`config.mk`:
```
export PLATFORM = sky130hd
export DESIGN_NAME = fft_arm_ctrl
export DESIGN_NICKNAME = d
export VERILOG_FILES = /design/src/rtl/fft_arm_ctrl.sv
export SDC_FILE = /design/constraint.sdc
export NUM_CORES = 1
export LEC_CHECK = 0
export CELL_PAD_IN_SITES_DETAIL_PLACEMENT = 0
export CELL_PAD_IN_SITES_GLOBAL_PLACEMENT = 2
export CORE_ASPECT_RATIO = 1.1
export CORE_MARGIN = 2
export CORE_UTILIZATION = 34
export DETAILED_ROUTE_END_ITERATION = 8
export PLACE_DENSITY = 0.73
export SLEW_MARGIN = 10
export SYNTH_ARGS = -nofsm -noshare
export SYNTH_HDL_FRONTEND = slang
export SYNTH_SLANG_ARGS = --single-unit
export TNS_END_PERCENT = 30
```
`constraint.sdc`:
```
create_clock -name clk -period 2.62 [get_ports clk]
set_clock_uncertainty 0.05 [all_clocks]
set_input_delay 0.393 -clock clk [delete_from_list [all_inputs] [get_ports clk]]
set_output_delay 0.393 -clock clk [all_outputs]
set_load 0.005 [all_outputs]
```
`src/rtl/fft_arm_ctrl.sv`:
```
// FFT arming controller.
// Holds the FFT capture path off while any front-panel key is active and
// until all keys have stayed released for DELAY cycles. It then raises
// fft_valid until the capture path signals completion on fft_shutdown.
// With AUTO_REARM set, a new capture starts after a REARM_GAP-cycle gap.
// frame_cnt counts the captures completed since the last key event.
module fft_arm_ctrl #(
  parameter int KEY_NUM    = 2,
  parameter int DELAY      = 50_000,
  parameter int CNT_W      = 16,
  parameter int AUTO_REARM = 0,
  parameter int REARM_GAP  = 16,
  parameter int FRAME_W    = 8
) (
  input  logic               clk,
  input  logic               rst_n,
  input  logic [KEY_NUM-1:0] key,
  input  logic               fft_shutdown,
  output logic               fft_valid,
  output logic               fft_start,
  output logic               busy,
  output logic [FRAME_W-1:0] frame_cnt
);

  typedef enum logic [1:0] {
    ST_IDLE   = 2'd0,
    ST_SETTLE = 2'd1,
    ST_RUN    = 2'd2,
    ST_GAP    = 2'd3
  } state_t;

  // Terminal counts: the counter starts at 0 on entry to SETTLE or GAP.
  // The exit edge is the one that samples the last value.
  localparam logic [CNT_W-1:0]   DELAY_LAST = CNT_W'(DELAY - 1);
  localparam logic [CNT_W-1:0]   GAP_LAST   = CNT_W'(REARM_GAP - 1);
  localparam logic [CNT_W-1:0]   CNT_ZERO   = {CNT_W{1'b0}};
  localparam logic [CNT_W-1:0]   CNT_ONE    = {{(CNT_W-1){1'b0}}, 1'b1};
  localparam logic [FRAME_W-1:0] FRAME_ZERO = {FRAME_W{1'b0}};
  localparam logic [FRAME_W-1:0] FRAME_ONE  = {{(FRAME_W-1){1'b0}}, 1'b1};

  state_t             state_r;
  state_t             state_nxt_s;
  logic [CNT_W-1:0]   cnt_r;
  logic [CNT_W-1:0]   cnt_nxt_s;
  logic               valid_r;
  logic               valid_nxt_s;
  logic               start_r;
  logic               start_nxt_s;
  logic               busy_r;
  logic               busy_nxt_s;
  logic [FRAME_W-1:0] frame_r;
  logic [FRAME_W-1:0] frame_nxt_s;
  logic               key_active_s;

  // Keys are active-low, so any zero bit means a key is held.
  assign key_active_s = ~(&key);

  // Compute the next state and the next output values. Key activity wins over everything else.
  always_comb begin
    state_nxt_s = state_r;
    cnt_nxt_s   = cnt_r;
    valid_nxt_s = valid_r;
    start_nxt_s = 1'b0;
    frame_nxt_s = frame_r;
    if (key_active_s) begin
      state_nxt_s = ST_SETTLE;
      cnt_nxt_s   = CNT_ZERO;
      valid_nxt_s = 1'b0;
      frame_nxt_s = FRAME_ZERO;
    end else begin
      case (state_r)
        ST_IDLE: begin
          valid_nxt_s = 1'b0;
        end
        ST_SETTLE: begin
          if (cnt_r == DELAY_LAST) begin
            state_nxt_s = ST_RUN;
            cnt_nxt_s   = CNT_ZERO;
            valid_nxt_s = 1'b1;
            start_nxt_s = 1'b1;
          end else begin
            cnt_nxt_s   = cnt_r + CNT_ONE;
            valid_nxt_s = 1'b0;
          end
        end
        ST_RUN: begin
          if (fft_shutdown) begin
            state_nxt_s = (AUTO_REARM != 0) ? ST_GAP : ST_IDLE;
            cnt_nxt_s   = CNT_ZERO;
            valid_nxt_s = 1'b0;
            frame_nxt_s = frame_r + FRAME_ONE;
          end else begin
            valid_nxt_s = 1'b1;
          end
        end
        ST_GAP: begin
          if (cnt_r == GAP_LAST) begin
            state_nxt_s = ST_RUN;
            cnt_nxt_s   = CNT_ZERO;
            valid_nxt_s = 1'b1;
            start_nxt_s = 1'b1;
          end else begin
            cnt_nxt_s   = cnt_r + CNT_ONE;
            valid_nxt_s = 1'b0;
          end
        end
        default: begin
          state_nxt_s = ST_IDLE;
          cnt_nxt_s   = CNT_ZERO;
          valid_nxt_s = 1'b0;
        end
      endcase
    end
    busy_nxt_s = (state_nxt_s == ST_SETTLE) || (state_nxt_s == ST_GAP);
  end

  // Register the state and all outputs. Reset is asynchronous.
  always_ff @(posedge clk or negedge rst_n) begin
    if (!rst_n) begin
      state_r <= ST_IDLE;
      cnt_r   <= CNT_ZERO;
      valid_r <= 1'b0;
      start_r <= 1'b0;
      busy_r  <= 1'b0;
      frame_r <= FRAME_ZERO;
    end else begin
      state_r <= state_nxt_s;
      cnt_r   <= cnt_nxt_s;
      valid_r <= valid_nxt_s;
      start_r <= start_nxt_s;
      busy_r  <= busy_nxt_s;
      frame_r <= frame_nxt_s;
    end
  end

  assign fft_valid = valid_r;
  assign fft_start = start_r;
  assign busy      = busy_r;
  assign frame_cnt = frame_r;

endmodule

```
* Word level (Yosys, flattened, before mapping)
Index checks and enable logic that the tools add are counted.
Operators by class: equality and inequality tests 11, muxes and demuxes 20, add/sub/neg operators 2, reduce and logical (&&, ||, !) cells 5
Operator list (number):
- 16-bit two-way mux | 4
- 16-bit one-hot mux with 3 select lines | 1
- 8-bit two-way mux | 3
- 16-bit by 1-bit adder with 16-bit output (second input constant) | 1
- 16-bit equality test (second input constant) | 1
- 16-bit by 4-bit equality test with 1-bit output (second input constant) | 1
- 8-bit by 1-bit adder with 8-bit output (second input constant) | 1
- 2-bit two-way mux | 4
- 2-bit equality test (second input constant) | 3
- 2-bit one-hot mux with 3 select lines | 1
- 2-bit AND reduction | 3
- 1-bit two-way mux | 5
- 2-bit by 1-bit equality test with 1-bit output (second input constant) | 2
- 4-bit by 1-bit != test with 1-bit output (second input constant) | 1
- 1-bit one-hot mux with 4 select lines | 1
- 3-bit != test (second input constant) | 1
- 2-bit logical NOT | 1
- 2-bit by 1-bit != test with 1-bit output (second input constant) | 1
- 2-bit != test (second input constant) | 1
- 1-bit one-hot mux with 2 select lines | 1
- 1-bit logical OR | 1
Word-level totals: output and inout bits 11, bits in registers 29, input bits 5, logic and storage cells 44

* Longest topological paths before layout
word-level depth 6, mapped depth 6, gate-level depth less buffers 6

* Least setup slack after synthesis
OpenSTA, ideal clock, no wires.
path kind flip-flop to flip-flop, from reg cnt_r[13], to reg cnt_r[14], data required time 2.444 ns, setup time 0.126 ns, data arrival time 1.879 ns, clock period less this slack 2.055 ns, path buffers 0, stages on the path, launching flop included 6, setup slack 0.565 ns, cell sequence dfrtp_1 or4_1 nor4_2 o32ai_2 and2_1 a221o_1
Between the ends: cells in the longest elaborated chain, start to end 4, elaborated cells on any way between the ends 7, those cells by class add/sub: 1; eq/ne: 2; mux: 4
RTL lines:
- start: declaration | RTL line 43 | logic [CNT_W-1:0] cnt_r;
- start signal: assignment | RTL line 128 | cnt_r <= cnt_nxt_s;
- 16-bit by 1-bit adder with 16-bit output, or another cell as far along | RTL line 82, 103
- 16-bit two-way mux (on tied branches) | RTL line 97, 76
- 16-bit one-hot mux with 3 select lines * | RTL line 71 | case (state_r)
- 16-bit two-way mux * | RTL line 65 | if (key_active_s) begin
Every way passes the cells marked *; elsewhere a longest branch is shown, timed or not. A chain may end at the register's enable or synchronous reset.

* Worst setup path in the final report
from reg cnt_r[8], to reg cnt_r[12]
The elaborated chain is that of the path after synthesis.

==> impl_metrics.csv <==
group,metric,value,unit
routing,routed_wl,3950,µm
yosys,syn_area_per_cell,8.91,µm²
global_route,grt.busiest_layer,"met2",
min_path,hp-class,"input port to asynchronous set/reset pin",
sta,grt_setup_unrepaired,"false",
yosys,synthesis.area,0.00158,mm²
place,portBuffers,15,
sta,hold_ws,458,ps
cts,clock-sinks,28,
critical_path,crit_arrival,2380,ps
sta,max_freq,441,MHz
cts,cts_tree,"done",
yosys,synth.most_common_cell,"dfrtp_1",
floorplan,core_area,0.00455,mm²
yosys,yosysTopAreaCell,"dfrtp_1",
critical_path,path_max_fanout,11,
routing,drc,0,
yosys,synth_cell_types,38,
cells_and_area,drive_gt1_frac,0.0722,
cts,clk_latency,270,ps
critical_path,worstSetupPathType,"flop to flop",
critical_path,end_kind,"flop",
cts,cts_hold_buf,0,
place,dpl-instance-area,0.00181,mm²
cells_and_area,area.growth.synth_to_final,19.1,%
cts,cts.path.max_buffers,2,
floorplan,row_count,26,
cts,htree_num_levels,1,
critical_path,cp.required,2730,ps
pwr,irDropWorstVdd,0.221,mV
critical_path,cp-start-kind,"flop",
floorplan,initial_utilization,0.346,
floorplan,dieHeight,75.4,µm
sta,finalCriticalPeriod,2270,ps
cells_and_area,nNetsFinal,202,
global_route,grt.met3_usage,0.0222,
sta,hold_viol_final,0,
routing,ant_nets,0,
routing,viasPerCell,5.52,
place,hpwl,2870,µm
global_route,grt_max_degree,29,
outcome,status,"completed",
yosys,synth_edf_count,0,
routing,dr_total_vias,1380,
cells_and_area,layoutNonFillerInstCount,250,
cts,cts_resized,0,
routing,wl_per_cell,15.8,µm
yosys,syn_inst,177,
cells_and_area,multi_input_area,838,µm²
sta,relSlewSlack,0.625,
yosys,synth.area.top_cells,"dfrtp_1 44%, nand3_1 5.7%, nand2_1 5.2%",
floorplan,dieArea,0.00520,mm²
global_route,grt_pass1_wl,6530,µm
cts,root_buffer,"clkbuf_8",
cts,postCtsSetupBuffers,0,
yosys,synthTopCellsByCount,"28 x dfrtp_1, 22 x nand2_1, 21 x nor2_1, 18 x nand3_1, 9 x and3_1",
yosys,async_flop_share,1.00,
global_route,grt_pass1_vias,1363,
pwr,power.total,809,µW
cells_and_area,fill_cells,461,
cells_and_area,diodes,0,
yosys,synth_seq_cells,28,
sta,setup_viol,0,
routing,firstDrtPassIters,4,
floorplan,io_pins,16,
sta,drv_slew,0,
sta,worst_slew_pin_slew,558,ps
sta,timing.final.ws_setup,354,ps
job,maxCapViolations,0,
place,preCtsSetupSlack,383,ps
yosys,syn_nets,184,
sta,finalSetupTns,0,ps
pwr,leakage,0.768,nW
yosys,synth_top_area_share,0.444,
cells_and_area,area.sequential,701,µm²
yosys,synth-warning-count,0,
yosys,ys_seq_area_frac,0.444,
global_route,grtUsageMet2,0.306,
yosys,ys.flop_type,"dfrtp_1",
cts,path_clk_slew,100,ps
global_route,antenna_found_initial,0,
global_route,met1_usage,0.211,
sta,min_period_over_period,0.865,
pwr,power_density,430,mW/mm²
place,placed_cells,246,
global_route,grt_overflow,0,
place,place.gp.congestion,0.865,
cts,numCtsBuffers,3,
cells_and_area,final_cell_area,0.00188,mm²
cells_and_area,finish.utilization,0.413,
routing,drtIter0Drc,99,
floorplan,fp.dieW,69.0,µm
global_route,grt_usage,0.170,
[critical path: stages (launching register included)]
cell and delay [ps]:
dfrtp_1 500, or4_1 560, nor4_2 300, o32ai_2 210, and2_1 230, a221o_1 300
[cells by family after synthesis]
logic type,share of synthesized area
buf+inv,0.0246
mux,0.00634
flops,0.444
simple gates,0.347
compound gates,0.106
xor+xnor,0.0555
fa+ha+maj,0.0159
[cell type report]
class / count / area share
multi-input combinational: 140 / 0.446
inverter: 1 / 0.00200
timing repair buffer: 21 / 0.104
sequential: 28 / 0.373
clock buffer: 3 / 0.0220
tap: 56 / 0.0373
clock inverter: 1 / 0.0160
[registers in the layout, summed over array words and instances, names as in the netlist]
name       flops
busy           1
cnt_r         16
state_r        1
fft_start      1
frame_cnt      8
fft_valid      1
[layer usage]
layer  share of wire  vias to the layer above
met1            0.44                      658
met2            0.51                       42
met3           0.034                        4
met4           0.014                        0
li1                -                      676
met5               0                        -
[power by group]
group	total [mW]	switching (mW)	internal [mW]
Combinational	0.0353	0.0236	0.0117
Sequential	0.435	0.00182	0.433
Clock	0.339	0.134	0.204
Total	0.809	0.160	0.649
[worst paths after layout]
kind                                   start            to  slack (ps)  depth (start not counted)
worst max-delay path                cnt_r[8]     cnt_r[12]         350                          5
worst min-delay path                   rst_n  frame_cnt[0]         460                          2
worst max register to register      cnt_r[8]     cnt_r[12]         350                          5
worst min register to register  frame_cnt[7]  frame_cnt[7]         520                          2
max in group asynchronous              rst_n      cnt_r[5]        1790                          2
min in group clk                frame_cnt[7]  frame_cnt[7]         520                          2
[cell usage in the layout (no fill, tap or decap), drive strengths merged, types with 3 or more instances in the layout]
| cell type | n |
|---|---|
| a221o | 3 |
| nand4 | 6 |
| or4 | 3 |
| and3 | 9 |
| or3 | 4 |
| o21ai | 3 |
| xor2 | 8 |
| nand4b | 3 |
| nand3b | 3 |
| dfrtp | 28 |
| nand3 | 18 |
| nand2 | 22 |
| nor2 | 21 |
| a21oi | 7 |
| nor4 | 3 |
| buf | 6 |
| nor3 | 4 |
| clkbuf | 3 |
| clkdlybuf4s50 | 15 |
| a31oi | 3 |
No activity file was read; power rests on OpenSTA's default activity.
